[src/rtl/dmem_pkg.sv]
// Shared definitions for the data-memory access stage.
// Size codes, FSM state encoding and timeout counter width.
package dmem_pkg;

    localparam int CNT_W = 8;

    localparam logic [2:0] F3_B  = 3'b000;
    localparam logic [2:0] F3_H  = 3'b001;
    localparam logic [2:0] F3_W  = 3'b010;
    localparam logic [2:0] F3_BU = 3'b100;
    localparam logic [2:0] F3_HU = 3'b101;

    typedef enum logic [1:0] {
        S_IDLE,
        S_REQ,
        S_WAIT,
        S_DONE
    } dmem_state_t;

endpackage

[src/rtl/dmem_access_load_align.sv]
// Load data alignment: selects the addressed lane of the read word
// and sign- or zero-extends it according to the size code.
module load_align
    import dmem_pkg::*;
(
    input  logic [31:0] rdata_i,
    input  logic [1:0]  off_i,
    input  logic [2:0]  funct3_i,
    output logic [31:0] value_o
);

    logic [31:0] lane;

    // shift addressed byte to bit 0, then extend by size code
    always_comb begin
        lane    = rdata_i >> {off_i, 3'b000};
        value_o = lane;
        unique case (funct3_i)
            F3_B:    value_o = {{24{lane[7]}}, lane[7:0]};
            F3_H:    value_o = {{16{lane[15]}}, lane[15:0]};
            F3_BU:   value_o = {24'd0, lane[7:0]};
            F3_HU:   value_o = {16'd0, lane[15:0]};
            default: value_o = lane;
        endcase
    end

endmodule

[src/rtl/dmem_access.sv]
// Data-memory stage: one load/store at a time over a req/rsp bus,
// with store formatting, load extension, timeout and pipeline stall.
module dmem_access
    import dmem_pkg::*;
#(
    parameter int ADDR_W      = 32,
    parameter int TIMEOUT_CYC = 255
) (
    input  logic              clk,
    input  logic              rst,
    input  logic              ex_valid,
    input  logic              ex_we,
    input  logic [2:0]        ex_funct3,
    input  logic [ADDR_W-1:0] ex_addr,
    input  logic [31:0]       ex_wdata,
    input  logic [4:0]        ex_rd,
    output logic              stall,
    output logic              mem_req_valid,
    input  logic              mem_req_ready,
    output logic              mem_req_we,
    output logic [ADDR_W-1:0] mem_req_addr,
    output logic [31:0]       mem_req_wdata,
    output logic [3:0]        mem_req_wstrb,
    input  logic              mem_rsp_valid,
    input  logic [31:0]       mem_rsp_rdata,
    output logic              load_active,
    output logic [4:0]        next_rd,
    output logic [31:0]       next_rd_value,
    output logic              mem_err
);

    dmem_state_t       state_q, state_d;
    logic [CNT_W-1:0]  cnt_q, cnt_d;
    logic              we_q, we_d;
    logic [2:0]        f3_q, f3_d;
    logic [ADDR_W-1:0] addr_q, addr_d;
    logic [31:0]       wdata_q, wdata_d;
    logic [4:0]        rd_q, rd_d;
    logic              err_q, err_d;
    logic [4:0]        nrd_q, nrd_d;
    logic [31:0]       nval_q, nval_d;

    logic              legal;
    logic              aligned;
    logic [CNT_W:0]    cnt_inc;
    logic              timeout;
    logic [31:0]       ld_val;
    logic              is_req;
    logic              is_wr;
    logic [3:0]        strb;
    logic [31:0]       wd;

    load_align u_align (
        .rdata_i  (mem_rsp_rdata),
        .off_i    (addr_q[1:0]),
        .funct3_i (f3_q),
        .value_o  (ld_val)
    );

    assign cnt_inc = {1'b0, cnt_q} + 1'b1;
    assign timeout = int'(cnt_inc) >= TIMEOUT_CYC;

    // classify the incoming op: legal size code and natural alignment
    always_comb begin
        legal   = 1'b0;
        aligned = 1'b1;
        unique case (ex_funct3)
            F3_B:  legal = 1'b1;
            F3_H: begin
                legal   = 1'b1;
                aligned = ~ex_addr[0];
            end
            F3_W: begin
                legal   = 1'b1;
                aligned = (ex_addr[1:0] == 2'b00);
            end
            F3_BU: legal = ~ex_we;
            F3_HU: begin
                legal   = ~ex_we;
                aligned = ~ex_addr[0];
            end
            default: legal = 1'b0;
        endcase
    end

    // next-state logic: capture, handshake, response, timeout
    always_comb begin
        state_d = state_q;
        cnt_d   = cnt_q;
        we_d    = we_q;
        f3_d    = f3_q;
        addr_d  = addr_q;
        wdata_d = wdata_q;
        rd_d    = rd_q;
        err_d   = err_q;
        nrd_d   = nrd_q;
        nval_d  = nval_q;
        unique case (state_q)
            S_IDLE: begin
                if (ex_valid) begin
                    we_d    = ex_we;
                    f3_d    = ex_funct3;
                    addr_d  = ex_addr;
                    wdata_d = ex_wdata;
                    rd_d    = ex_rd;
                    cnt_d   = '0;
                    err_d   = ~(legal & aligned);
                    state_d = (legal & aligned) ? S_REQ : S_DONE;
                end
            end
            S_REQ: begin
                cnt_d = cnt_inc[CNT_W-1:0];
                if (mem_req_ready) begin
                    state_d = S_WAIT;
                end else if (timeout) begin
                    err_d   = 1'b1;
                    state_d = S_DONE;
                end
            end
            S_WAIT: begin
                cnt_d = cnt_inc[CNT_W-1:0];
                if (mem_rsp_valid) begin
                    state_d = S_DONE;
                    if (!we_q && rd_q != 5'd0) begin
                        nrd_d  = rd_q;
                        nval_d = ld_val;
                    end
                end else if (timeout) begin
                    err_d   = 1'b1;
                    state_d = S_DONE;
                end
            end
            S_DONE:  state_d = S_IDLE;
            default: state_d = S_IDLE;
        endcase
    end

    // state and captured-operation registers
    always_ff @(posedge clk or posedge rst) begin
        if (rst) begin
            state_q <= S_IDLE;
            cnt_q   <= '0;
            we_q    <= 1'b0;
            f3_q    <= 3'd0;
            addr_q  <= '0;
            wdata_q <= '0;
            rd_q    <= 5'd0;
            err_q   <= 1'b0;
            nrd_q   <= 5'd0;
            nval_q  <= '0;
        end else begin
            state_q <= state_d;
            cnt_q   <= cnt_d;
            we_q    <= we_d;
            f3_q    <= f3_d;
            addr_q  <= addr_d;
            wdata_q <= wdata_d;
            rd_q    <= rd_d;
            err_q   <= err_d;
            nrd_q   <= nrd_d;
            nval_q  <= nval_d;
        end
    end

    // store lane replication and byte enables
    always_comb begin
        strb = 4'b0000;
        wd   = '0;
        unique case (f3_q[1:0])
            2'b00: begin
                strb = 4'b0001 << addr_q[1:0];
                wd   = {4{wdata_q[7:0]}};
            end
            2'b01: begin
                strb = 4'b0011 << {addr_q[1], 1'b0};
                wd   = {2{wdata_q[15:0]}};
            end
            default: begin
                strb = 4'b1111;
                wd   = wdata_q;
            end
        endcase
    end

    assign is_req = (state_q == S_REQ);
    assign is_wr  = is_req & we_q;

    assign stall = (state_q == S_REQ) | (state_q == S_WAIT)
                 | ((state_q == S_IDLE) & ex_valid);

    assign mem_req_valid = is_req;
    assign mem_req_we    = is_wr;
    assign mem_req_addr  = is_req ? {addr_q[ADDR_W-1:2], 2'b00} : '0;
    assign mem_req_wstrb = is_wr ? strb : 4'b0000;
    assign mem_req_wdata = is_wr ? wd : 32'd0;

    assign load_active = (state_q == S_DONE) & ~we_q & ~err_q
                       & (rd_q != 5'd0);
    assign mem_err     = (state_q == S_DONE) & err_q;
    assign next_rd       = nrd_q;
    assign next_rd_value = nval_q;

endmodule

[config.mk]
export PLATFORM = sky130hd
export DESIGN_NAME = dmem_access
export DESIGN_NICKNAME = d
export VERILOG_FILES = /design/src/rtl/dmem_pkg.sv /design/src/rtl/dmem_access_load_align.sv /design/src/rtl/dmem_access.sv
export SDC_FILE = /design/constraint.sdc
export NUM_CORES = 1
export LEC_CHECK = 0
export BUFFER_PORTS_ARGS = -buffer_cell sky130_fd_sc_hd__buf_4
export CELL_PAD_IN_SITES_DETAIL_PLACEMENT = 1
export CELL_PAD_IN_SITES_GLOBAL_PLACEMENT = 1
export CORE_MARGIN = 2
export CORE_UTILIZATION = 39
export CTS_BUF_LIST = sky130_fd_sc_hd__clkbuf_4 sky130_fd_sc_hd__clkbuf_8
export DETAILED_ROUTE_END_ITERATION = 8
export PLACE_DENSITY = 0.89
export SYNTH_ARGS = -nofsm -noshare
export SYNTH_HDL_FRONTEND = slang
export SYNTH_SLANG_ARGS = --single-unit
[constraint.sdc]
create_clock -name clk -period 5.5 [get_ports clk]
set_clock_uncertainty 0.15 [all_clocks]
set_input_delay 1.1 -clock clk [delete_from_list [all_inputs] [get_ports clk]]
set_output_delay 1.1 -clock clk [all_outputs]
set_load 0.005 [all_outputs]
==> reports/qor.csv, run 1 <==
stage;metric;value;unit
logic_synthesis;synth_top_area_share;48.5;%
logic_synthesis;synth_edf_count;0;
clock_tree;ctsHoldBuffers;0;
global_route;grt_pass1_wl;30900;µm
clock_tree;clk_path_buf_depth;2;
global_route;grt_pass1_vias;5844;
clock_tree;cts_tree;built;
floorplanning;die_x;131;µm
logic_synthesis;postSynth.asyncResetShare;100;%
logic_synthesis;synth_warnings;0;
pwr;leakagePower;4.16;nW
timing;min_period;3.70;ns
detailed_routing;drt_iter0_markers;326;
logic_synthesis;syn_avg_cell_area;10.0;µm²
placement;hpwl;14500;µm
detailed_routing;ant_nets;0;
detailed_routing;drt_first_pass_iters;4;
logic_synthesis;yosysTopAreaCell;dfrtp_1;
critical_path;cp_slowest_cell;nand2_1;
finish;final_cell_mix;225 x buf_4, 121 x dfrtp_1, 81 x mux2_2, 81 x nand2_1, 46 x nor2_1;
critical_path;crit_required;4.25;ns
global_route;antenna_found_initial;1;
critical_path;reg2regPathDepth;6;
clock_tree;clock-sinks;121;
timing;setup_viol;0;
clock_tree;clock_latency;0.43;ns
floorplanning;start_util;39.6;%
critical_path;crit_chain;inv_1 -> ha_1 -> nand2_1 -> a21oi_1 -> buf_4;
critical_path;crit_family;simple AND/OR/NAND/NOR gates;
hold_path;holdPathEnd;next_rd_value[5];
critical_path;crit_buf_inv;2;
run;maxCapViolCount;0;
critical_path;cp-end-kind;output pin;
clock_tree;post_cts_resized;0;
detailed_routing;post_drt_wl_per_cell;18.9;µm
clock_tree;post_cts_buffers;0;
global_route;grt_max_degree;74;
floorplanning;die_area;17000;µm²
pwr;intPower;2.95;mW
global_route;grt_use_total;23.6;%
critical_path;crit_fanout;29;
finish;n_antenna_cell;0;
critical_path;r2r-end;next_rd_value[23];
floorplanning;core-area;15800;µm²
timing;hold_violations;0;
logic_synthesis;synth_top_cells_by_area;dfrtp_1 48%, mux2_2 15%, mux2i_1 5.4%, nand2_1 4.9%, and2_1 3.2%;
logic_synthesis;synthCells;622;
critical_path;max_stage_delay;0.63;ns
detailed_routing;totalWireLength;19800;µm
timing;max_slew_margin;27.1;%
timing;totalNegativeSetupSlack;0;ns
placement;place_ws;2.32;ns
clock_tree;cts-htree-levels;4;
finish;fill_cells;1817;
logic_synthesis;syn_area;6250;µm²
pwr;combinationalPowerShare;44.1;%
logic_synthesis;ys_ff_latch;121;
hold_path;hp-class;reg2reg;
timing;setup_slack;1.80;ns
timing;hold_slack;0.335;ns
floorplanning;io_pins;220;
hold_path;min_from;next_rd_value[5];
placement;post_dp_cell_area;8030;µm²
finish;syn_to_final_growth;35.7;%
pwr;seqPwrFrac;36.6;%
finish;final_common_cell;buf_4;
pwr;pwr-share-clk;19.3;%
pwr;power_density;553;nW/µm²
logic_synthesis;synth.distinct_cells;50;
detailed_routing;viasPerCell;5.25;
finish;design_area;8480;µm²
pwr;switching_share;37.1;%
critical_path;crit_type;reg2out;
finish;drive_above_1_share;41.3;%
timing;finalCritPeriodShare;67.2;%
critical_path;r2r-start;rd_q[1];
finish;nets;936;
timing;worstMarginPinSlew;1.09;ns
placement;port_buffers;217;
timing;slew_violations;0;
floorplanning;fp.dieH;131;µm
timing;rsz0062_at_grt;false;
global_route;grt_overflow;0;
critical_path;cp-startpoint;state_q[1];
detailed_routing;vias;5504;
detailed_routing;drc;0;
pwr;ir_worst_vdd;220;µV
clock_tree;clk_pin_slew;0.07;ns
logic_synthesis;ys_seq_area_share;48.5;%
critical_path;cp-start-kind;flip-flop;
pwr;p_sw;1.74;mW
clock_tree;numCtsBuffers;17;
critical_path;crit_arrival;2.45;ns
logic_synthesis;synthFlopType;dfrtp_1;
timing;clock.fmax;0.270;GHz
outcome;status;finished, final reports clean;
hold_path;whs_path_depth;2;
placement;gp_congestion;0.828;
pwr;finalPower;4.69;mW
critical_path;reg2reg_slack;2.61;ns
floorplanning;rows;46;
clock_tree;cts_root_buf;clkbuf_8;
==> how the worst max path moves through the flow <==
| stage | to | slack, ns | cells past startpoint |
|---|---|---|---|
| floorplan | addr_q[0] | 1.04 | 1 |
| global placement | mem_req_wstrb[2] | 2.36 | 5 |
| detailed placement | mem_req_wdata[10] | 2.32 | 4 |
| CTS | mem_req_wstrb[0] | 1.76 | 5 |
| global route | mem_req_wdata[10] | 1.65 | 4 |
| finish | mem_req_wstrb[3] | 1.80 | 5 |
==> tightest hold or removal path, stage by stage, from the launching register on <==
cell and delay [ns]:
dfrtp_1 0.35, nand2_1 0.05, o21ai_0 0.06
==> state kept, by name, indices dropped and copies added (netlist names), 2 cells and up <==
register	flops
wdata_q	32
f3_q	3
addr_q	32
cnt_q	8
rd_q	5
state_q	2
next_rd	5
next_rd_value	32
==> per-layer routing <==
metal | wire length [µm] | share of wire [%] | global-route usage [%] | up-vias
met1 | 7930 | 40 | 27.9 | 2732
met3 | 1270 | 6.4 | 6.39 | 41
met2 | 10100 | 51 | 41.0 | 189
met5 | 16 | 0.081 | 0 | -
met4 | 551 | 2.8 | 9.14 | 2
li1 | - | - | - | 2540
==> final cells by class <==
cell class	instances	area [µm²]	area share [%]
Clock buffer	23	310	3.66
Clock inverter	8	140	1.65
Inverter	9	36.3	0.428
Multi-Input combinational cell	446	3010	35.4
Sequential cell	121	3030	35.7
Tap cell	216	270	3.19
Timing Repair Buffer	225	1690	19.9
==> Yosys cell counts (all sizes together) (9+ instances only) <==
cell type / number
mux2: 81
nor2: 47
nand2: 82
a21oi: 39
o21ai: 28
and2: 32
dfrtp: 121
clkbuf: 34
inv: 9
buf: 13
nand3: 35
mux2i: 34
==> power by group through the flow <==
| stage | Combinational [mW] | Clock, mW | Sequential [mW] |
|---|---|---|---|
| after floorplan | 1.36 | 0 | 1.53 |
| after CTS | 2.10 | 0.929 | 1.71 |
| after global placement | 2.00 | 0 | 1.70 |
| final | 2.07 | 0.904 | 1.72 |
| after global routing | 2.28 | 0.970 | 1.77 |
| after detailed placement | 2.08 | 0 | 1.73 |
==> metrics by stage <==
step / cells / util, %
final: 1048 / 53.8
after global routing: 1048 / 53.8
after CTS: 1048 / 53.8
after detailed placement: 1017 / 50.9
after global placement: 1017 / 50.9
after floorplan: 623 / -
==> cell families after synthesis <==
family,after synthesis,synth area share [%]
adder cells (fa/ha/maj),6,1.20
flip-flops,121,48.5
buffers and inverters,56,3.66
AO/OA/AOI/OAI,86,7.91
XOR/XNOR,1,0.140
multiplexers,116,20.4
AND/OR/NAND/NOR,235,18.2
other,1,0.0600
(Power assumes the default switching activity.)
==> inputs of run 2 (changes only) <==
--- a/config.mk
+++ b/config.mk
@@ -9,10 +9,10 @@
 export CELL_PAD_IN_SITES_DETAIL_PLACEMENT = 1
 export CELL_PAD_IN_SITES_GLOBAL_PLACEMENT = 1
 export CORE_MARGIN = 2
-export CORE_UTILIZATION = 39
+export CORE_UTILIZATION = 35
 export CTS_BUF_LIST = sky130_fd_sc_hd__clkbuf_4 sky130_fd_sc_hd__clkbuf_8
 export DETAILED_ROUTE_END_ITERATION = 8
-export PLACE_DENSITY = 0.89
+export PLACE_DENSITY = 0.85
 export SYNTH_ARGS = -nofsm -noshare
 export SYNTH_HDL_FRONTEND = slang
 export SYNTH_SLANG_ARGS = --single-unit
==> constraint.sdc (replaced) <==
create_clock -name clk -period 3.3 [get_ports clk]
set_clock_uncertainty 0.15 [all_clocks]
set_input_delay 0.66 -clock clk [delete_from_list [all_inputs] [get_ports clk]]
set_output_delay 0.66 -clock clk [all_outputs]
set_load 0.005 [all_outputs]
==> reports/qor.csv, run 2 (synthesized netlist as in run 1, its figures left out) <==
stage;metric;value;unit;change
critical_path;crit_fanout;17;;-41%
clock_tree;clk_path_buf_depth;2;;unchanged
finish;final_cell_count_no_fill;1061;;+1.2%
detailed_routing;post_drt_wl_per_cell;18.8;µm;-0.70%
timing;rsz0062_at_grt;false;;
clock_tree;post_cts_resized;0;;unchanged
detailed_routing;totalWireLength;19900;µm;+0.53%
finish;design_area;8500;µm²;+0.21%
timing;slew_violations;0;;unchanged
finish;n_antenna_cell;0;;unchanged
floorplanning;rows;48;;+4.3%
global_route;antenna_found_initial;0;;-1
clock_tree;numCtsBuffers;17;;unchanged
critical_path;r2r-start;rd_q[1];;
timing;clock.fmax;0.336;GHz;
clock_tree;clk_pin_slew;0.08;ns;about the same
floorplanning;core-area;17400;µm²;+10%
timing;max_slew_margin;52.6;%;+26 points
critical_path;crit_family;flip-flops;;
placement;gp_congestion;0.840;;+1.4%
finish;final_common_cell;buf_4;;
detailed_routing;wl_met1;8120;µm;+2.3%
detailed_routing;vias;5383;;-2.2%
detailed_routing;wl_met2;9830;µm;-2.4%
pwr;ir_worst_vdd;343;µV;+56%
clock_tree;ctsHoldBuffers;0;;unchanged
critical_path;crit_required;2.49;ns;-1.76 ns
critical_path;reg2reg_slack;0.87;ns;-1.74 ns
critical_path;crit_type;reg2out;;
finish;drive_above_1_share;41.6;%;+0.28 points
placement;post_dp_cell_area;8080;µm²;+0.59%
placement;hpwl;14600;µm;+0.21%
clock_tree;clock-sinks;121;;unchanged
timing;hold_violations;0;;unchanged
critical_path;max_stage_delay;0.81;ns;+0.18 ns
finish;final_cell_mix;227 x buf_4, 121 x dfrtp_1, 81 x mux2_2, 81 x nand2_1, 46 x nor2_1;;
global_route;grt_max_degree;122;;+65%
detailed_routing;top_layer;met4;;
clock_tree;cts_root_buf;clkbuf_8;;
hold_path;hp-class;in2async;;
global_route;grt_overflow;0;;unchanged
floorplanning;die_area;18900;µm²;+11%
timing;setup_viol;0;;unchanged
timing;totalNegativeSetupSlack;0;ns;unchanged
detailed_routing;routed-wl-met3;1660;µm;+31%
critical_path;cp-start-kind;flip-flop;;
detailed_routing;drt_iter0_markers;219;;-33%
detailed_routing;drt_first_pass_iters;4;;unchanged
critical_path;cp_slowest_cell;dfrtp_1;;
timing;min_period;2.98;ns;
detailed_routing;ant_nets;0;;unchanged
clock_tree;cts_tree;built;;
global_route;grt_pass1_vias;5629;;-3.7%
clock_tree;cts-htree-levels;4;;unchanged
clock_tree;clock_latency;0.44;ns;about the same
pwr;power_density;910;nW/µm²;+65%
critical_path;crit_arrival;2.17;ns;-0.28 ns
run;maxCapViolCount;0;;unchanged
critical_path;cp-end-kind;output pin;;
timing;worstMarginPinSlew;0.710;ns;-0.380 ns
placement;dp.cells;1029;;+1.2%
floorplanning;start_util;36.0;%;-3.6 points
critical_path;crit_buf_inv;1;;-1
clock_tree;post_cts_buffers;0;;unchanged
critical_path;crit_chain;or2_2 -> nand2_1 -> a21oi_1 -> buf_4;;
floorplanning;fp.dieH;138;µm;+5.4%
global_route;grt_pass1_wl;30300;µm;-2.0%
floorplanning;die_x;138;µm;+5.4%
critical_path;r2r-end;next_rd_value[23];;
finish;final_util;49.0;%;-4.8 points
outcome;status;finished, final reports clean;;
timing;finalCritPeriodShare;90.2;%;
pwr;leakagePower;4.15;nW;-0.31%
finish;syn_to_final_growth;36.0;%;
placement;port_buffers;217;;unchanged
detailed_routing;viasPerCell;5.07;;-3.4%
detailed_routing;drc;0;;unchanged
global_route;grt_use_total;21.0;%;-2.6 points
critical_path;reg2regPathDepth;5;;-1
finish;nets;939;;+0.32%
floorplanning;io_pins;220;;unchanged
finish;fill_cells;1991;;+9.6%
-- run 2: cell count changes in the layout (fill, tap and decap cells not counted), sizes merged --
| cell | change |
|---|---|
| clkinv | -1 |
| bufinv | -2 |
| clkinvlp | +3 |
| buf | +3 |
| clkbuf | -4 |
| inv | +5 |
-- run 2: stage by stage --
| stage | hold slack [ns] | setup slack, ns | total power [mW] |
|---|---|---|---|
| global route | 0.266 | 0.172 | 8.30 |
| floorplan | 0.297 | 0.968 | 4.81 |
| global placement | 0.312 | 0.811 | 6.24 |
| detailed placement | 0.319 | 0.755 | 6.38 |
| finish | 0.272 | 0.325 | 7.74 |
| CTS | 0.264 | 0.260 | 7.83 |
-- run 2: worst register-to-register path, stage by stage, from the launching register on --
cell and delay (ns):
dfrtp_1 0.41, or4_1 0.53, o21bai_1 0.31, or2_1 0.19, or4_1 0.45, o311ai_0 0.22
-- run 2: worst max-delay path by stage --
| stage | start | to | slack (ns) | cells after the start |
|---|---|---|---|---|
| after CTS | f3_q[0] | mem_req_wdata[15] | 0.26 | 4 |
| after global routing | f3_q[0] | mem_req_wdata[15] | 0.17 | 4 |
| after detailed placement | f3_q[0] | mem_req_wdata[15] | 0.76 | 4 |
| after floorplan | state_q[0] | stall | 0.97 | 7 |
| final | f3_q[0] | mem_req_wdata[15] | 0.32 | 4 |
| after global placement | f3_q[0] | mem_req_wdata[15] | 0.81 | 4 |
-- run 2: layout make-up --
cell class                 instances  area (µm²)  share of cell area [%]
tap                              225         282                    3.31
clock inverter                    13         159                    1.87
clock buffer                      19         262                    3.08
multi-input combinational        446        3010                    35.4
timing repair buffer             228        1720                    20.3
sequential                       121        3030                    35.6
inverter                           9        37.5                   0.442
-- run 2: power by group --
group | switching [mW] | internal (mW)
registers | 0.598 | 2.19
clock network | 0.695 | 0.735
logic | 1.70 | 1.82
-- run 2: metal layers --
metal  global-route usage, %  vias to the layer above
met3                    6.40                       19
met5                       0                        -
met4                    6.99                        0
met1                    25.4                     2638
met2                    35.6                      184
li1                        -                     2542
==> inputs of run 3 (changes only) <==
--- a/config.mk
+++ b/config.mk
@@ -8,9 +8,9 @@
 export BUFFER_PORTS_ARGS = -buffer_cell sky130_fd_sc_hd__buf_4
 export CELL_PAD_IN_SITES_DETAIL_PLACEMENT = 1
 export CELL_PAD_IN_SITES_GLOBAL_PLACEMENT = 1
-export CORE_MARGIN = 2
 export CORE_UTILIZATION = 35
 export CTS_BUF_LIST = sky130_fd_sc_hd__clkbuf_4 sky130_fd_sc_hd__clkbuf_8
+export CTS_CLUSTER_SIZE = 28
 export DETAILED_ROUTE_END_ITERATION = 8
 export PLACE_DENSITY = 0.85
 export SYNTH_ARGS = -nofsm -noshare
==> reports/qor.csv, run 3 (synthesized netlist as in run 1, its figures left out) <==
stage;metric;value;unit;change
finish;nets;938;;-0.11%
critical_path;crit_chain;or2_2 -> nand2_1 -> a21oi_1 -> buf_4;;
floorplanning;core-area;17400;µm²;unchanged
pwr;leakagePower;4.14;nW;-0.14%
finish;n_antenna_cell;0;;unchanged
timing;slew_violations;0;;unchanged
floorplanning;start_util;36.0;%;unchanged
timing;hold_violations;0;;unchanged
detailed_routing;viasPerCell;5.12;;+0.91%
clock_tree;clk_path_buf_depth;2;;unchanged
detailed_routing;drt_first_pass_iters;4;;unchanged
critical_path;crit_buf_inv;1;;unchanged
timing;finalCritPeriodShare;90.0;%;-0.13 points
global_route;antenna_found_initial;0;;unchanged
timing;totalNegativeSetupSlack;0;ns;unchanged
floorplanning;die_area;18400;µm²;-2.9%
hold_path;hp-class;in2async;;
global_route;grt_pass1_vias;5761;;+2.3%
clock_tree;ctsHoldBuffers;0;;unchanged
global_route;grt_max_degree;122;;unchanged
global_route;grt_pass1_wl;31400;µm;+3.6%
timing;rsz0062_at_grt;false;;
placement;hpwl;14600;µm;+0.35%
timing;clock.fmax;0.337;GHz;+0.15%
timing;min_period;2.97;ns;-0.00434 ns
floorplanning;io_pins;220;;unchanged
critical_path;crit_arrival;2.16;ns;about the same
detailed_routing;vias;5427;;+0.82%
timing;setup_viol;0;;unchanged
pwr;ir_worst_vdd;377;µV;+9.9%
clock_tree;clock_latency;0.44;ns;about the same
clock_tree;post_cts_resized;0;;unchanged
finish;syn_to_final_growth;36.1;%;about the same
finish;final_cell_count_no_fill;1060;;-0.094%
detailed_routing;post_drt_wl_per_cell;19.0;µm;+0.93%
timing;worstMarginPinSlew;0.730;ns;+0.0194 ns
critical_path;crit_fanout;17;;unchanged
floorplanning;die_x;136;µm;-1.5%
critical_path;crit_required;2.49;ns;about the same
clock_tree;cts-htree-levels;4;;unchanged
clock_tree;post_cts_buffers;0;;unchanged
placement;dp.cells;1028;;-0.097%
clock_tree;clock-sinks;121;;unchanged
critical_path;cp_slowest_cell;dfrtp_1;;
detailed_routing;drt_iter0_markers;217;;-0.91%
critical_path;cp-end-kind;output pin;;
clock_tree;numCtsBuffers;17;;unchanged
floorplanning;rows;48;;unchanged
detailed_routing;totalWireLength;20100;µm;+0.84%
global_route;grt_use_total;22.5;%;+1.5 points
critical_path;cp-start-kind;flip-flop;;
floorplanning;fp.dieH;136;µm;-1.5%
detailed_routing;ant_nets;0;;unchanged
critical_path;max_stage_delay;0.82;ns;about the same
finish;drive_above_1_share;41.6;%;-0.070 points
finish;final_cell_mix;225 x buf_4, 121 x dfrtp_1, 81 x mux2_2, 81 x nand2_1, 46 x nor2_1;;
detailed_routing;drc;0;;unchanged
placement;port_buffers;217;;unchanged
placement;gp_congestion;0.839;;-0.12%
pwr;power_density;915;nW/µm²;+0.47%
finish;final_common_cell;buf_4;;
global_route;grt_overflow;0;;unchanged
outcome;status;finished, final reports clean;;
clock_tree;clk_pin_slew;0.07;ns;about the same
clock_tree;cts_tree;built;;
critical_path;crit_type;reg2out;;
timing;max_slew_margin;51.4;%;-1.3 points
critical_path;crit_family;flip-flops;;
run;maxCapViolCount;0;;unchanged
clock_tree;cts_root_buf;clkbuf_8;;
==> run 3: cell count changes in the layout (fill, tap and decap cells not counted) <==
cell	before	now
buf_12	1	2
buf_4	227	225
inv_8	2	0
clkinv_2	0	2
clkinv_4	3	1
inv_6	4	0
bufinv_16	2	3
clkinvlp_4	3	6
clkbuf_4	0	2
==> run 3: power by group <==
group	internal (mW)	total, mW	switching [mW]	leakage [nW]
Combinational	1.83	3.55	1.73	2.47
Clock	0.801	1.43	0.630	0.201
Sequential	2.19	2.79	0.599	1.47
Total	4.82	7.78	2.96	4.14
==> run 3: final timing paths <==
path / slack, ns / endpoint / depth (start not counted) / startpoint
min in group clk: 0.29 / addr_q[12] / 2 / ex_addr[12]
max reg2reg: 0.87 / next_rd_value[23] / 5 / rd_q[1]
max: 0.33 / mem_req_wdata[15] / 4 / f3_q[0]
max in group asynchronous: 2.24 / cnt_q[1] / 3 / rst
min: 0.25 / next_rd_value[27] / 3 / rst
min reg2reg: 0.33 / next_rd[0] / 2 / next_rd[0]
==> run 3: layer usage <==
metal | track usage (%) | vias up | share of wire, %
li1 | - | 2535 | -
met1 | 28.0 | 2666 | 42
met2 | 37.2 | 198 | 49
met3 | 5.95 | 28 | 7.6
met4 | 8.68 | 0 | 1.9
met5 | 0 | - | 0
==> run 3: layout make-up <==
cell class,count,area (µm²)
inverters,9,37.5
multi-input cells,446,3010
fillers,1982,8850
well taps,225,282
clock inverters,11,146
clock buffers,21,277
flip-flops and latches,121,3030
repair buffers,227,1730
==> run 3: worst register-to-register path: cells and delay by family, from the launching register on <==
| family | cells | cell delay, ns |
|---|---|---|
| AOI/OAI and AO/OA | 2 | 0.53 |
| and+or+nand+nor | 3 | 1.20 |
| DFF | 1 | 0.39 |
==> run 3: stage by stage <==
stage / utilization [%] / hold WS [ns] / instance area (µm²) / total power, mW / setup slack (ns)
after floorplan: - / 0.297 / 6260 / 4.81 / 0.968
after global placement: 46.6 / 0.313 / 8080 / 6.26 / 0.870
after detailed placement: 46.6 / 0.323 / 8080 / 6.40 / 0.794
after CTS: 49.0 / 0.255 / 8500 / 7.87 / 0.288
after global routing: 49.0 / 0.260 / 8500 / 8.34 / 0.120
final: 49.0 / 0.248 / 8500 / 7.78 / 0.329
